### src/rtl/eg_mux.sv
// eg_mux: time-multiplexed ADSR envelope generator, one shared datapath swept across NUM_UNITS voices per tick.
// Optional EG_EXP_RELEASE_EN adds an acc>>4 term to the release step for an exponential-like tail.
module eg_mux #(
    parameter int NUM_UNITS   = 4,
    parameter int FIXED_POINT = 8,
    parameter int FRAC_BITS   = 8
) (
    input  logic                             ctl_clk,
    input  logic                             ctl_rst,
    input  logic                             tick,
    input  logic [NUM_UNITS-1:0]             trigger,
    input  logic [FIXED_POINT*NUM_UNITS-1:0] attack_in,
    input  logic [FIXED_POINT*NUM_UNITS-1:0] decay_in,
    input  logic [FIXED_POINT*NUM_UNITS-1:0] sustain_in,
    input  logic [FIXED_POINT*NUM_UNITS-1:0] release_in,
    output logic [FIXED_POINT*NUM_UNITS-1:0] env_out,
    output logic [NUM_UNITS-1:0]             ch_in_use,
    output logic                             busy,
    output logic                             done,
    output logic                             overrun
);
    localparam int ACC_W = FIXED_POINT + FRAC_BITS;
    localparam int IW    = NUM_UNITS > 1 ? $clog2(NUM_UNITS) : 1;
    localparam logic [IW-1:0] LAST = IW'(NUM_UNITS - 1);
    localparam logic [ACC_W:0] MAX = {1'b0, {ACC_W{1'b1}}};
    typedef enum logic [2:0] {IDLE, ATTACK, DECAY, SUSTAIN, RELEASE} state_t;
    state_t               state [NUM_UNITS];
    logic [ACC_W-1:0]     acc   [NUM_UNITS];
    logic [NUM_UNITS-1:0] prev_trig;
    logic [IW-1:0]        idx;
    state_t               cur_st, nxt_st;
    logic [ACC_W-1:0]     cur_acc, nxt_acc;
    logic [FIXED_POINT-1:0] att, dec, sus, rel;
    logic [ACC_W:0]       sus_w, sum, dsub, rstep, rsub;
    logic                 trig, rise, fall;
    always_comb begin
        cur_st  = state[idx];
        cur_acc = acc[idx];
        trig    = trigger[idx];
        rise    = trig & ~prev_trig[idx];
        fall    = ~trig & prev_trig[idx];
        att     = attack_in[idx*FIXED_POINT +: FIXED_POINT];
        dec     = decay_in[idx*FIXED_POINT +: FIXED_POINT];
        sus     = sustain_in[idx*FIXED_POINT +: FIXED_POINT];
        rel     = release_in[idx*FIXED_POINT +: FIXED_POINT];
        sus_w   = {1'b0, sus, {FRAC_BITS{1'b0}}};
        sum     = {1'b0, cur_acc} + (ACC_W+1)'(att);
        dsub    = {1'b0, cur_acc} - (ACC_W+1)'(dec);
`ifdef EG_EXP_RELEASE_EN
        rstep   = (ACC_W+1)'(cur_acc >> 4) + (ACC_W+1)'(rel);
`else
        rstep   = (ACC_W+1)'(rel);
`endif
        // a negative difference shows up as the extra top bit
        rsub    = {1'b0, cur_acc} - rstep;
        nxt_st  = cur_st;
        nxt_acc = cur_acc;
        case (cur_st)
            IDLE: begin
                nxt_acc = '0;
                nxt_st  = rise ? ATTACK : IDLE;
            end
            ATTACK:
                if (fall) nxt_st = RELEASE;
                else if (sum >= MAX || att == '0) begin
                    nxt_acc = MAX[ACC_W-1:0];
                    nxt_st  = DECAY;
                end else nxt_acc = sum[ACC_W-1:0];
            DECAY:
                if (fall) nxt_st = RELEASE;
                else if (dsub[ACC_W] || dsub <= sus_w || dec == '0) begin
                    nxt_acc = sus_w[ACC_W-1:0];
                    nxt_st  = SUSTAIN;
                end else nxt_acc = dsub[ACC_W-1:0];
            SUSTAIN:
                if (fall) nxt_st = RELEASE;
                else nxt_acc = sus_w[ACC_W-1:0];
            RELEASE:
                if (rise) nxt_st = ATTACK;
                else if (rsub[ACC_W] || rsub == '0 || rstep == '0) begin
                    nxt_acc = '0;
                    nxt_st  = IDLE;
                end else nxt_acc = rsub[ACC_W-1:0];
            default: nxt_st = IDLE;
        endcase
    end
    always_ff @(posedge ctl_clk or negedge ctl_rst) begin
        if (!ctl_rst) begin
            for (int i = 0; i < NUM_UNITS; i++) begin
                state[i] <= IDLE;
                acc[i]   <= '0;
            end
            prev_trig <= '0;
            idx       <= '0;
            busy      <= 1'b0;
            done      <= 1'b0;
            overrun   <= 1'b0;
        end else begin
            done <= busy && idx == LAST;
            if (tick && busy) overrun <= 1'b1;
            if (busy) begin
                state[idx]     <= nxt_st;
                acc[idx]       <= nxt_acc;
                prev_trig[idx] <= trig;
                idx            <= idx == LAST ? '0 : idx + 1'b1;
                busy           <= idx != LAST;
            end else if (tick) begin
                busy <= 1'b1;
                idx  <= '0;
            end
        end
    end
    for (genvar g = 0; g < NUM_UNITS; g++) begin : g_out
        assign env_out[g*FIXED_POINT +: FIXED_POINT] = acc[g][ACC_W-1:FRAC_BITS];
        assign ch_in_use[g] = state[g] != IDLE;
    end
endmodule

### config.mk
export PLATFORM = sky130hd
export DESIGN_NAME = eg_mux
export DESIGN_NICKNAME = d
export VERILOG_FILES = /design/src/rtl/eg_mux.sv
export SDC_FILE = /design/constraint.sdc
export NUM_CORES = 1
export LEC_CHECK = 0
export ABC_AREA = 1
export BUFFER_PORTS_ARGS = -buffer_cell sky130_fd_sc_hd__buf_2
export CORE_MARGIN = 1
export CORE_UTILIZATION = 50
export CTS_CLUSTER_DIAMETER = 50
export CTS_CLUSTER_SIZE = 20
export DETAILED_ROUTE_END_ITERATION = 6
export PLACE_DENSITY = 0.75
export SYNTH_ARGS = -nofsm -noshare
export SYNTH_HDL_FRONTEND = slang
export SYNTH_SLANG_ARGS = --single-unit
### constraint.sdc
create_clock -name ctl_clk -period 10.2 [get_ports ctl_clk]
set_input_delay 1.53 -clock ctl_clk [delete_from_list [all_inputs] [get_ports ctl_clk]]
set_output_delay 1.53 -clock ctl_clk [all_outputs]
set_load 0.01 [all_outputs]
After elaboration in Yosys (flattened, before gate mapping):

Cells that the tools add are included.

* bits of input ports: 135
* logic and storage cells: 98
* register bits: 85
* output and inout bits: 39

* reductions and logical operators: 19
* $add $sub $neg: 4
* magnitude comparators: 6
* shift-type cells: 4
* equality and inequality tests: 6
* bitwise operators: 5
* muxes and demuxes: 41

Operators by type and width (number)
* 16-bit 2-to-1 mux: 10
* 32-bit by 6-bit indexed part select with 8-bit output: 4
* 16-bit case mux with 5 select lines: 1
* 64-bit bitwise mux: 1
* 16-bit by 8-bit subtractor with 17-bit output: 2
* 16-bit binary-select mux with 2-bit select: 1
* 16-bit demux with 2-bit select: 1
* 3-bit 2-to-1 mux: 10
* 8-bit logical NOT: 3
* 16-bit by 8-bit adder with 17-bit output: 1
* 17-bit by 16-bit greater-or-equal comparator with 1-bit output, second input constant: 1
* 17-bit by 16-bit less-or-equal comparator with 1-bit output: 1
* 17-bit logical NOT: 1
* 3-bit case mux with 5 select lines: 1
* 12-bit bitwise mux: 1
* 3-bit nonzero test: 4
* 3-bit binary-select mux with 2-bit select: 1
* 3-bit demux with 2-bit select: 1
* 3-bit by 2-bit == test with 1-bit output, second input constant: 2
* 1-bit 2-to-1 mux: 6
* 2-bit 2-to-1 mux: 3
* 1-bit logical OR: 5
* 1-bit binary-select mux with 2-bit select: 2
* 4-bit bitwise mux: 1
* 16 further kinds: 21

Longest topological paths before layout:

Gate-level depths: netlist of the first run.

* depth after elaboration: 12
* mapped depth: 38
* depth with buffers taken out: 35

Worst setup path after synthesis of the first run:

OpenSTA, ideal clock, no wires.

* path type: input to register
* from: input port decay_in[8]
* to: register acc (netlist bit env_out[22])
* buffers on the path: 0
* library setup time: 117 ps
* data arrival time: 4706 ps
* stages on the path: 28
* setup slack: 5377 ps
* data required time: 10083 ps
* path through: nand2_1 > nand3_1 > nand2_1 > inv_1 > ha_1 > inv_1 > fa_1 > nand3_1 > nand2_1 > a21oi_1 > nand2_1 > xor2_1 > ha_1 > nand2_1 > inv_1 > nand3_1 > nor3_1 > nand3_1 > nor2_1 > nand3_1 > nand2_4 > nor2_4 > nand2_1 > nand2_1 > a21oi_2 > nand3_2 > nand2_1 > nand2_1

* word-level cells in the longest chain between the ends: 9
* elaborated cells on any way between the ends: 10
* those cells by class: 1 x add/sub; 1 x order compare; 1 x shift; 4 x mux; 3 x reduce/logical

Ends and longest elaborated chain
* from (decl): line 13 `input logic [FIXED_POINT*NUM_UNITS-1:0] decay_in,`
* 32-bit by 6-bit indexed part select with 8-bit output *: line 43 `dec = decay_in[idx*FIXED_POINT +: FIXED_POINT];`
* 16-bit by 8-bit subtractor with 17-bit output: line 48 `dsub = {1'b0, cur_acc} - (ACC_W+1)'(dec);`
* 17-bit by 16-bit less-or-equal comparator with 1-bit output: line 71 `else if (dsub[ACC_W] || dsub <= sus_w || dec == '0) begin`
* 1-bit logical OR (2 in series): line 71
* 16-bit 2-to-1 mux *: line 71
* 16-bit 2-to-1 mux *: line 70 `if (fall) nxt_st = RELEASE;`
* 16-bit case mux with 5 select lines *: line 58 `case (cur_st)`
* 64-bit bitwise mux *: line 103 `acc[idx] <= nxt_acc;`
* to (signal, indexed assignment): line 103
* to (decl): line 28 `logic [ACC_W-1:0] acc [NUM_UNITS];`

Mark *: on every way between the ends. The rest lies on a longest branch, timed or not.
A chain may end at the register's enable or synchronous reset.

Final worst setup path of the first run:

* from: register idx[0]
* to: register acc (netlist bit env_out[30])

* word-level cells in the longest chain between the ends: 12
* elaborated cells on any way between the ends: 52
* those cells by class: 3 x add/sub; 4 x order compare; 4 x eq/ne; 4 x shift; 21 x mux; 5 x bitwise; 11 x reduce/logical

Ends and longest elaborated chain
* from (decl): line 30 `logic [IW-1:0] idx;`
* from (signal assigned): line 105 `idx <= idx == LAST ? '0 : idx + 1'b1;`
* branches (longest 11 deep; another with 16-bit by 8-bit subtractor with 17-bit output)
* 64-bit bitwise mux *: line 103

Every way passes the cells marked *. The select of a mux whose other input is x is not followed.

==> flow_metrics.env, run 1 <==
export IMPL_pin_count_of_the_biggest_net_entering_global_routing=90
export IMPL_post_synth_num_cell_types=46
export IMPL_rows=48
export IMPL_final_min_clock_period_ps=6060
export IMPL_clock_sinks=85
export IMPL_syn_area_per_cell_sq_um=6.05
export IMPL_cts_repair_resized=0
export IMPL_top_level_ports=174
export IMPL_grt_use_total_pct=31.8
export IMPL_fin_setup_tns_ps=0
export IMPL_drcViolationCount=0
export IMPL_final_common_cell="sky130_fd_sc_hd__nand2_1"
export IMPL_slew_viol_final=0
export IMPL_synth_ff_latch_count=85
export IMPL_grt_pass1_vias=8962
export IMPL_grt_pass1_wl_microns=45300
export IMPL_port_buffers=173
export IMPL_initial_utilization_pct=51.3
export IMPL_synth_edf_count=0
export IMPL_detail_route_iter0_violations=963
export IMPL_hold_class="reg2reg"
export IMPL_holdBufCountCts=0
export IMPL_avgRoutedWirePerCell_microns=16.0
export IMPL_die_height_microns=135
export IMPL_grt_overflow_total=0
export IMPL_worst_skew_pair_late_latency_ps=360
export IMPL_maxClockFrequency_mhz=165
export IMPL_final_setup_viol_count=0
export IMPL_timing_worst_setup_path_type="reg2reg"
export IMPL_synth_cell_area_sq_um=8870
export IMPL_report_final_hold_viol_count=0
export IMPL_maxCapViolCount=0
export IMPL_die_area_sq_um=18300
export IMPL_worst_endpoint_arrival_ps=6310
export IMPL_detail_route_antenna_nets=0
export IMPL_cts_htree_levels=3
export IMPL_worst_pin_slew_ps=981
export IMPL_antenna_found_initial=0
export IMPL_cts_buffer_depth=2
export IMPL_root_buffer="sky130_fd_sc_hd__clkbuf_16"
export IMPL_final_nets=1740
export IMPL_synth_largest_area_cell="sky130_fd_sc_hd__nand2_1"
export IMPL_detail_route_vias_per_cell=5.46
export IMPL_use_met2_pct=50.7
export IMPL_ys_flop_type="sky130_fd_sc_hd__dfrtp_1"
export IMPL_n_antenna_cell=0
export IMPL_postCtsSetupBuffers=0
export IMPL_area_growth_synth_to_final_pct=10.0
export IMPL_gp_congestion=0.998
export IMPL_final_cell_mix="sky130_fd_sc_hd__nand2_1 (638), sky130_fd_sc_hd__buf_2 (172), sky130_fd_sc_hd__inv_1 (123), sky130_fd_sc_hd__nand3_1 (115), sky130_fd_sc_hd__nor2_1 (92)"
export IMPL_rsz0062_at_grt="no"
export IMPL_worst_setup_path_end_kind="flip-flop"
export IMPL_detailed_place_hpwl_microns=21200
export IMPL_worstPathMaxFanout=59
export IMPL_drt_wl_total_microns=28800
export IMPL_core_region_area_sq_um=17300
export IMPL_start_kind="flip-flop"
export IMPL_fin_skew_ps=9.67
export IMPL_ys_warn_count=0
export IMPL_syn_inst=1465
export IMPL_share_of_final_layout_standard_cells_stronger_than_drive_strength_1_pct=17.2
export IMPL_global_routing_usage_on_met1_pct=43.9
export IMPL_timing_max_slew_rel_slack_pct=34.6
export IMPL_detailroute_via_count=9809
export IMPL_post_synth_top_area_fraction_pct=27.0
export IMPL_final_min_period_over_clock_period_pct=59.4
export IMPL_worst_setup_hold_path_clk_slew_ps=70
export IMPL_cts_made_buffers=9
export IMPL_synth_async_reset_ratio_pct=100
export IMPL_synth_sequential_area_ratio_pct=24.0
export IMPL_synth_top_cells_by_area="sky130_fd_sc_hd__nand2_1 (27%), sky130_fd_sc_hd__dfrtp_1 (24%), sky130_fd_sc_hd__nand3_1 (6.5%)"
export IMPL_synth_net_count=1639
export IMPL_grt_use_met3_pct=4.15
export IMPL_crit_required_ps=10440
export IMPL_run_status="completed"
export IMPL_cts_tree="built"
export IMPL_die_w_microns=135
export IMPL_global_route_peak_usage_layer="met2"
export IMPL_drt_pre_antenna_iters=5
worst max-delay path, cell delays in order, from the launching register on:
cell	delay (ps)
sky130_fd_sc_hd__dfrtp_4	640
sky130_fd_sc_hd__inv_2	720
sky130_fd_sc_hd__buf_4	530
sky130_fd_sc_hd__o21ai_0	140
sky130_fd_sc_hd__o22ai_1	570
sky130_fd_sc_hd__ha_1	390
sky130_fd_sc_hd__a21oi_1	130
sky130_fd_sc_hd__o21ai_0	90
sky130_fd_sc_hd__a21oi_1	330
sky130_fd_sc_hd__nand2_1	120
sky130_fd_sc_hd__xor2_1	180
sky130_fd_sc_hd__ha_1	310
sky130_fd_sc_hd__nand2_1	60
sky130_fd_sc_hd__inv_1	60
sky130_fd_sc_hd__nand3_1	90
sky130_fd_sc_hd__nor3_1	190
sky130_fd_sc_hd__nand3_1	100
sky130_fd_sc_hd__nor2_1	110
sky130_fd_sc_hd__nand3_1	280
sky130_fd_sc_hd__nand2_4	260
sky130_fd_sc_hd__nor2_4	80
sky130_fd_sc_hd__nand2_1	60
sky130_fd_sc_hd__nand2_1	70
sky130_fd_sc_hd__a21oi_2	150
sky130_fd_sc_hd__nand3_2	120
sky130_fd_sc_hd__nand2_1	90
sky130_fd_sc_hd__nand2_1	60
cells in the mapped netlist (7+ instances only):
library cell / count
sky130_fd_sc_hd__a21oi_1: 38
sky130_fd_sc_hd__a32oi_1: 7
sky130_fd_sc_hd__buf_2: 18
sky130_fd_sc_hd__buf_4: 45
sky130_fd_sc_hd__buf_6: 12
sky130_fd_sc_hd__clkbuf_1: 19
sky130_fd_sc_hd__dfrtp_1: 85
sky130_fd_sc_hd__ha_1: 36
sky130_fd_sc_hd__inv_1: 123
sky130_fd_sc_hd__inv_2: 16
sky130_fd_sc_hd__nand2_1: 638
sky130_fd_sc_hd__nand2_2: 13
sky130_fd_sc_hd__nand3_1: 115
sky130_fd_sc_hd__nand3_2: 14
sky130_fd_sc_hd__nand4_1: 30
sky130_fd_sc_hd__nor2_1: 92
sky130_fd_sc_hd__nor2_2: 7
sky130_fd_sc_hd__o21ai_0: 63
sky130_fd_sc_hd__o22a_1: 9
sky130_fd_sc_hd__o22ai_1: 9
sky130_fd_sc_hd__xor2_1: 19
registers in the layout, summed over array words and instances (netlist names):
| name | flops |
|---|---|
| acc | 32 |
| busy | 1 |
| done | 1 |
| env_out | 32 |
| idx | 2 |
| overrun | 1 |
| prev_trig | 4 |
| state | 12 |
path summary, 6_finish.rpt:
check | start | end | slack (ps) | depth (start not counted)
min reg2reg | overrun$_DFFE_PN0P_ | overrun$_DFFE_PN0P_ | 470 | 1
max | idx[0]$_DFFE_PN0P_ | env_out[30]$_DFFE_PN0P_ | 4140 | 26
max in group asynchronous | ctl_rst | idx[0]$_DFFE_PN0P_ | 7920 | 2
max reg2reg | idx[0]$_DFFE_PN0P_ | env_out[30]$_DFFE_PN0P_ | 4140 | 26
min in group asynchronous | ctl_rst | env_out[1]$_DFFE_PN0P_ | 1010 | 1
min | overrun$_DFFE_PN0P_ | overrun$_DFFE_PN0P_ | 470 | 1
per-stage QoR:
step | util (%) | cells | setup WS [ps] | hold WS [ps] | area (sq um)
floorplan | - | 1465 | 5380 | 444 | 8870
detailed placement | 54.7 | 1780 | 4240 | 461 | 9460
CTS | 56.4 | 1796 | 4190 | 479 | 9760
global route | 56.4 | 1796 | 3560 | 492 | 9760
global placement | 54.7 | 1780 | 4310 | 436 | 9460
finish | 56.4 | 1796 | 4140 | 472 | 9760
area by class of cell:
class                      count  area, sq um
clock buffer                   9          225
clock inverter                 7         68.8
fill                        1799         7540
inverter                     146          551
multi-input combinational   1139         5540
sequential                    85         2130
tap                          225          282
timing repair buffer         185          958
kinds of logic (layout without fill, tap and decap cells):
| family | Yosys count | in the layout | synth area share [%] |
|---|---|---|---|
| XOR/XNOR | 19 | 19 | 1.88 |
| AND/OR/NAND/NOR | 931 | 931 | 44.7 |
| adder cells (fa/ha/maj) | 39 | 39 | 5.76 |
| AO/OA/AOI/OAI | 150 | 150 | 10.1 |
| flip-flops | 85 | 85 | 24.0 |
| buffers and inverters | 241 | 347 | 13.5 |
metal layers:
layer  up-vias  wire (microns)
li1       4837               -
met1      4539           12900
met2       389           13000
met3        44            2140
met4         0             723
met5         -               0
Power of run 1 is left out: the tool's default activity adds up to more than one toggle a clock period on the data nets, which glitch-free logic cannot reach.
==> inputs of run 2 (changes only) <==
--- a/config.mk
+++ b/config.mk
@@ -5,14 +5,14 @@
 export SDC_FILE = /design/constraint.sdc
 export NUM_CORES = 1
 export LEC_CHECK = 0
-export ABC_AREA = 1
+export ABC_AREA = 0
 export BUFFER_PORTS_ARGS = -buffer_cell sky130_fd_sc_hd__buf_2
 export CORE_MARGIN = 1
 export CORE_UTILIZATION = 50
 export CTS_CLUSTER_DIAMETER = 50
 export CTS_CLUSTER_SIZE = 20
 export DETAILED_ROUTE_END_ITERATION = 6
-export PLACE_DENSITY = 0.75
+export PLACE_DENSITY = 0.8
 export SYNTH_ARGS = -nofsm -noshare
 export SYNTH_HDL_FRONTEND = slang
 export SYNTH_SLANG_ARGS = --single-unit
==> constraint.sdc (replaced) <==
create_clock -name ctl_clk -period 5.1 [get_ports ctl_clk]
set_input_delay 0.765 -clock ctl_clk [delete_from_list [all_inputs] [get_ports ctl_clk]]
set_output_delay 0.765 -clock ctl_clk [all_outputs]
set_load 0.01 [all_outputs]
==> flow_metrics.env, run 2 <==
export IMPL_min_to="overrun$_DFFE_PN0P_"
export IMPL_detailroute_via_count=7646
export IMPL_grt_pass1_vias=7269
export IMPL_root_buffer="sky130_fd_sc_hd__clkbuf_16"
export IMPL_share_of_final_layout_standard_cells_stronger_than_drive_strength_1_pct=32.3
export IMPL_timing_worst_setup_path_type="reg2reg"
export IMPL_hold_path_cell_count=1
export IMPL_die_w_microns=126
export IMPL_run_status="finished, violations left"
export IMPL_report_final_hold_viol_count=0
export IMPL_synth_cell_area_sq_um=7640
export IMPL_layout_filler_cells=1187
export IMPL_post_synth_top_area_fraction_pct=27.8
export IMPL_ff2ff_path_depth=19
export IMPL_path_buf_inv=3
export IMPL_final_min_clock_period_ps=5010
export IMPL_synth_async_reset_ratio_pct=100
export IMPL_detail_route_iter0_violations=879
export IMPL_syn_inst=849
export IMPL_critical_path_top_delay_family="simple AND/OR/NAND/NOR gates"
export IMPL_drcViolationCount=8
export IMPL_worst_path_most_repeated_cell="sky130_fd_sc_hd__ha_1"
export IMPL_hold_slack_ps=452
export IMPL_max_stage_delay_on_crit_path_ps=580
export IMPL_final_common_cell="sky130_fd_sc_hd__buf_2"
export IMPL_area_growth_synth_to_final_pct=19.8
export IMPL_top_level_ports=174
export IMPL_core_region_area_sq_um=14700
export IMPL_synth_ff_latch_count=85
export IMPL_die_height_microns=126
export IMPL_grt_pass1_wl_microns=37000
export IMPL_rows=44
export IMPL_crit_reg2reg_launch="idx[0]$_DFFE_PN0P_"
export IMPL_crit_required_ps=5280
export IMPL_cts_htree_levels=3
export IMPL_worst_setup_path_end_kind="flip-flop"
export IMPL_synth_largest_area_cell="sky130_fd_sc_hd__dfrtp_1"
export IMPL_worst_pin_slew_ps=1060
export IMPL_fin_skew_ps=8.14
export IMPL_port_buffers=173
export IMPL_r2r_setup_slack_ps=90
export IMPL_most_instantiated_library_cell_after_synthesis="sky130_fd_sc_hd__nand2_1"
export IMPL_gp_congestion=1.05
export IMPL_post_synth_top_cells="sky130_fd_sc_hd__nand2_1 (106), sky130_fd_sc_hd__dfrtp_1 (85), sky130_fd_sc_hd__o21ai_0 (71)"
export IMPL_worst_r2r_endpoint="env_out[5]$_DFFE_PN0P_"
export IMPL_grt_overflow_total=0
export IMPL_cpMaxStageDelayCell="sky130_fd_sc_hd__mux4_2"
export IMPL_start_kind="flip-flop"
export IMPL_avgRoutedWirePerCell_microns=20.0
export IMPL_synth_edf_count=0
export IMPL_slew_viol_final=0
export IMPL_timing_critical_path_cells="mux4_2 -> inv_2 -> ha_1 -> inv_1 -> fa_2 -> a21o_1 -> nand4_1 -> a21oi_4 -> nor3_2 -> xnor2_1 -> ha_1 -> nand2_1 -> nor4_2 -> nand3_1 -> or4_4 -> and4_1 -> nor4b_2 -> buf_4 -> o21ai_0"
export IMPL_detail_route_antenna_nets=0
export IMPL_final_setup_viol_count=0
export IMPL_antenna_found_initial=0
export IMPL_cts_made_buffers=9
export IMPL_pin_count_of_the_biggest_net_entering_global_routing=86
export IMPL_synth_top_cells_by_area="sky130_fd_sc_hd__dfrtp_1 (28%), sky130_fd_sc_hd__mux4_2 (14%), sky130_fd_sc_hd__ha_1 (5.9%)"
export IMPL_ys_flop_type="sky130_fd_sc_hd__dfrtp_1"
export IMPL_clock_sinks=85
export IMPL_synth_sequential_area_ratio_pct=27.8
export IMPL_maxClockFrequency_mhz=200
export IMPL_initial_utilization_pct=52.0
export IMPL_ys_warn_count=0
export IMPL_timing_max_slew_rel_slack_pct=29.3
export IMPL_critical_path_depth=19
export IMPL_synth_net_count=1023
export IMPL_cts_buffer_depth=2
export IMPL_cts_tree="built"
export IMPL_violated_checks="DRC"
export IMPL_worstPathMaxFanout=4
export IMPL_syn_area_per_cell_sq_um=9.00
export IMPL_grt_use_total_pct=29.8
export IMPL_hold_class="reg2reg"
export IMPL_worst_setup_hold_path_clk_slew_ps=60
export IMPL_die_area_sq_um=15800
export IMPL_drt_wl_total_microns=23800
export IMPL_post_synth_num_cell_types=73
export IMPL_maxCapViolCount=0
export IMPL_final_min_period_over_clock_period_pct=98.2
export IMPL_detailed_place_hpwl_microns=17900
export IMPL_final_nets=1179
export IMPL_start_point_of_the_worst_hold_path="overrun$_DFFE_PN0P_"
export IMPL_drt_pre_antenna_iters=7
export IMPL_final_cell_mix="sky130_fd_sc_hd__buf_2 (172), sky130_fd_sc_hd__nand2_1 (105), sky130_fd_sc_hd__dfrtp_1 (83), sky130_fd_sc_hd__o21ai_0 (71), sky130_fd_sc_hd__nor2_1 (61)"
export IMPL_detail_route_vias_per_cell=6.41
export IMPL_worst_endpoint_arrival_ps=5180
export IMPL_worst_skew_pair_late_latency_ps=340
export IMPL_n_antenna_cell=0
## run 2: changes by cell type in the layout (fill, tap and decap cells not counted), moves of 13 or more
cell / before / now
sky130_fd_sc_hd__nand2_1: 638 / 105
sky130_fd_sc_hd__inv_2: 16 / 1
sky130_fd_sc_hd__inv_1: 123 / 36
sky130_fd_sc_hd__nand3_2: 14 / 0
sky130_fd_sc_hd__buf_4: 13 / 48
sky130_fd_sc_hd__nor3_1: 3 / 24
sky130_fd_sc_hd__or3_1: 0 / 13
sky130_fd_sc_hd__nor2_1: 92 / 61
sky130_fd_sc_hd__mux4_2: 0 / 48
sky130_fd_sc_hd__nand4_1: 30 / 10
sky130_fd_sc_hd__nand3_1: 115 / 8
## run 2: worst max path at each step
stage,start,endpoint,slack (ps)
final,idx[0]$_DFFE_PN0P_,env_out[5]$_DFFE_PN0P_,90
after global routing,idx[0]$_DFFE_PN0P_,env_out[21]$_DFFE_PN0P_,-40
after CTS,idx[0]$_DFFE_PN0P_,env_out[5]$_DFFE_PN0P_,20
after detailed placement,decay_in[24],env_out[18]$_DFFE_PN0P_,-7
after global placement,decay_in[24],acc[50]$_DFFE_PN0P_,-8
after floorplan,idx[0]$_DFFE_PN0P_,env_out[21]$_DFFE_PN0P_,0.05
## run 2: final cells by class
| cell class | instances | area [sq um] | area share (%) |
|---|---|---|---|
| clock buffers | 11 | 243 | 2.65 |
| clock inverters | 4 | 72.6 | 0.793 |
| inverters | 39 | 146 | 1.60 |
| multi-input cells | 646 | 5030 | 54.9 |
| flip-flops and latches | 85 | 2130 | 23.3 |
| well taps | 184 | 230 | 2.51 |
| repair buffers | 224 | 1310 | 14.3 |
## run 2: kinds of logic (layout without fill, tap and decap cells)
group / Yosys count / after routing / synth area share [%]
multiplexers: 60 / 60 / 15.8
AND/OR/NAND/NOR: 283 / 283 / 17.8
AO/OA/AOI/OAI: 241 / 241 / 21.3
flip-flops: 85 / 85 / 27.8
adder cells (fa/ha/maj): 39 / 39 / 6.68
buffers and inverters: 118 / 278 / 7.93
XOR/XNOR: 23 / 23 / 2.64
## run 2: worst reg2reg max path, stage by stage (launching register included)
cell and delay, ps:
sky130_fd_sc_hd__dfrtp_4 460, sky130_fd_sc_hd__mux4_2 580, sky130_fd_sc_hd__inv_2 100, sky130_fd_sc_hd__ha_1 180, sky130_fd_sc_hd__inv_1 60, sky130_fd_sc_hd__fa_2 340
sky130_fd_sc_hd__a21o_1 180, sky130_fd_sc_hd__nand4_1 170, sky130_fd_sc_hd__a21oi_4 110, sky130_fd_sc_hd__nor3_2 270, sky130_fd_sc_hd__xnor2_1 140, sky130_fd_sc_hd__ha_1 350
sky130_fd_sc_hd__nand2_1 110, sky130_fd_sc_hd__nor4_2 290, sky130_fd_sc_hd__nand3_1 140, sky130_fd_sc_hd__or4_4 470, sky130_fd_sc_hd__and4_1 240, sky130_fd_sc_hd__nor4b_2 350
sky130_fd_sc_hd__buf_4 210, sky130_fd_sc_hd__o21ai_0 80
## run 2: per-stage QoR
stage	worst slack, ps	instances	util [%]	area, sq um	setup TNS (ps)
after floorplan	0.0542	849	-	7750	0
after global placement	-7.80	1168	58.9	8660	-7.80
after detailed placement	-6.68	1168	58.9	8660	-10.2
after CTS	20.3	1183	61.1	8980	0
after global routing	-42.6	1193	62.3	9160	-131
final	94.0	1193	62.3	9160	0
## run 2: what timing repair did
| item | CTS | global route |
|---|---|---|
| setup buffers | 0 | 9 |
| setup endpoints to repair | 0 | 66 |
| resized for setup | 0 | 18 |
| hold buffers | 0 | 0 |
## run 2: routing by layer
metal  track usage (%)  up-vias  routed length (microns)
met5                 0        -                        0
met1              38.8     3702                     9470
met2              49.8      425                    11500
met4              10.8        0                      724
met3              5.27       64                     2120
li1                  -     3455                        -
Power of run 2 is left out for the same reason.
==> inputs of run 3 (changes only) <==
--- a/config.mk
+++ b/config.mk
@@ -9,6 +9,7 @@
 export BUFFER_PORTS_ARGS = -buffer_cell sky130_fd_sc_hd__buf_2
 export CORE_MARGIN = 1
 export CORE_UTILIZATION = 50
+export CTS_BUF_LIST = sky130_fd_sc_hd__clkbuf_2
 export CTS_CLUSTER_DIAMETER = 50
 export CTS_CLUSTER_SIZE = 20
 export DETAILED_ROUTE_END_ITERATION = 6
==> flow_metrics.env, run 3 (synthesis gave the netlist of run 2 again) <==
export IMPL_avgRoutedWirePerCell_microns=19.7
export IMPL_grt_use_met3_pct=4.97
export IMPL_maxClockFrequency_mhz=201
export IMPL_final_cell_mix="sky130_fd_sc_hd__buf_2 (172), sky130_fd_sc_hd__nand2_1 (106), sky130_fd_sc_hd__dfrtp_1 (83), sky130_fd_sc_hd__o21ai_0 (70), sky130_fd_sc_hd__nor2_1 (61)"
export IMPL_multi_input_area_sq_um=5020
export IMPL_crit_required_ps=5510
export IMPL_drcViolationCount=8
export IMPL_antenna_found_initial=0
export IMPL_worstPathMaxFanout=9
export IMPL_area_sequential_sq_um=2130
export IMPL_detailed_place_hpwl_microns=17900
export IMPL_worst_endpoint_arrival_ps=5390
export IMPL_top_level_ports=174
export IMPL_detail_route_vias_per_cell=6.32
export IMPL_cts_made_buffers=9
export IMPL_final_setup_viol_count=0
export IMPL_postLayoutCellArea_sq_um=8950
export IMPL_report_final_hold_viol_count=0
export IMPL_timing_max_slew_rel_slack_pct=28.6
export IMPL_clock_sinks=85
export IMPL_grt_overflow_total=0
export IMPL_global_route_peak_usage_layer="met2"
export IMPL_final_min_period_over_clock_period_pct=97.6
export IMPL_slew_viol_final=0
export IMPL_violated_checks="DRC"
export IMPL_timing_worst_setup_path_type="reg2reg"
export IMPL_fin_skew_ps=32.2
export IMPL_drt_wl_total_microns=23500
export IMPL_root_buffer="sky130_fd_sc_hd__clkbuf_2"
export IMPL_pin_count_of_the_biggest_net_entering_global_routing=86
export IMPL_grt_pass1_wl_microns=36500
export IMPL_detailroute_via_count=7539
export IMPL_share_of_final_layout_standard_cells_stronger_than_drive_strength_1_pct=32.1
export IMPL_use_met2_pct=48.3
export IMPL_core_region_area_sq_um=14700
export IMPL_layout_filler_cells=1228
export IMPL_worst_setup_hold_path_clk_slew_ps=230
export IMPL_worst_setup_path_end_kind="flip-flop"
export IMPL_start_kind="flip-flop"
export IMPL_detail_route_iter0_violations=722
export IMPL_drt_pre_antenna_iters=7
export IMPL_dpl_cell_area_sq_um=8660
export IMPL_n_antenna_cell=0
export IMPL_die_area_sq_um=15800
export IMPL_die_w_microns=126
export IMPL_maxCapViolCount=0
export IMPL_timing_critical_path_cells="mux4_2 -> inv_2 -> ha_1 -> inv_1 -> fa_2 -> a21o_1 -> nand4_1 -> a21oi_4 -> nor3_2 -> xnor2_1 -> ha_1 -> a2111oi_0 -> o21ai_0 -> o22ai_2 -> a311o_1 -> buf_4 -> nor3_1 -> a2111oi_2 -> buf_4 -> o21ai_0"
export IMPL_cpMaxStageDelayCell="sky130_fd_sc_hd__mux4_2"
export IMPL_cts_tree="built"
export IMPL_run_status="finished, violations left"
export IMPL_final_nets=1178
export IMPL_area_growth_synth_to_final_pct=17.2
export IMPL_hold_class="in2async"
export IMPL_global_routing_usage_on_met1_pct=38.6
export IMPL_die_height_microns=126
export IMPL_final_common_cell="sky130_fd_sc_hd__buf_2"
export IMPL_detail_route_antenna_nets=0
export IMPL_final_min_clock_period_ps=4980
export IMPL_gp_congestion=1.05
export IMPL_grt_use_total_pct=29.2
export IMPL_grt_pass1_vias=7193
export IMPL_max_stage_delay_on_crit_path_ps=580
export IMPL_initial_utilization_pct=52.0
export IMPL_holdBufCountCts=0
export IMPL_rows=44
export IMPL_cts_htree_levels=3
export IMPL_cts_buffer_depth=2
export IMPL_worst_pin_slew_ps=1070
export IMPL_port_buffers=173
export IMPL_worst_skew_pair_late_latency_ps=560
==> run 3: cell type report <==
cell class	instances	area share, %
timing repair buffer	223	14.5
sequential	85	23.8
clock buffer	10	0.559
clock inverter	5	0.852
tap	184	2.57
inverter	39	1.63
multi-input combinational	646	56.1
==> run 3: timing repair <==
action / in CTS / in global routing
endpoints found under the setup margin: 0 / 68
resized for setup: 0 / 17
buffers inserted: 0 / 8
==> run 3: final timing paths <==
path | from | to | slack, ps | cells past startpoint
worst min register to register | overrun$_DFFE_PN0P_ | overrun$_DFFE_PN0P_ | 480 | 1
worst max-delay path | idx[0]$_DFFE_PN0P_ | acc[50]$_DFFE_PN0P_ | 120 | 20
min in group ctl_clk | tick | idx[1]$_DFFE_PN0P_ | 390 | 2
max in group asynchronous | ctl_rst | idx[0]$_DFFE_PN0P_ | 3950 | 1
worst max register to register | idx[0]$_DFFE_PN0P_ | acc[50]$_DFFE_PN0P_ | 120 | 20
worst min-delay path | ctl_rst | env_out[13]$_DFFE_PN0P_ | 360 | 1
==> run 3: worst max-delay path: cells and delay by family (launching register included) <==
family | cells | cell delay (ps)
AO/OA/AOI/OAI | 8 | 1640
adder cells (fa/ha/maj) | 3 | 830
multiplexers | 1 | 580
buffers and inverters | 4 | 560
flip-flops | 1 | 510
AND/OR/NAND/NOR | 3 | 510
XOR/XNOR | 1 | 190
==> run 3: metrics by stage <==
step | worst slack (ps) | std cells | utilization [%] | setup TNS [ps] | hold WS (ps)
floorplan | 0.0542 | 849 | - | 0 | 440
global placement | -7.80 | 1168 | 58.9 | -7.80 | 437
detailed placement | -6.68 | 1168 | 58.9 | -10.2 | 444
CTS | 4.88 | 1183 | 59.8 | 0 | 376
global route | -56.0 | 1192 | 60.9 | -343 | 367
finish | 125 | 1192 | 60.9 | 0 | 359
==> run 3: routing by layer <==
layer  vias to the layer above  share of wire, %
met5                         -                 0
met4                         0               3.5
met3                        77               8.1
met2                       365                48
met1                      3643                40
li1                       3454                 -
Power of run 3 is left out for the same reason.
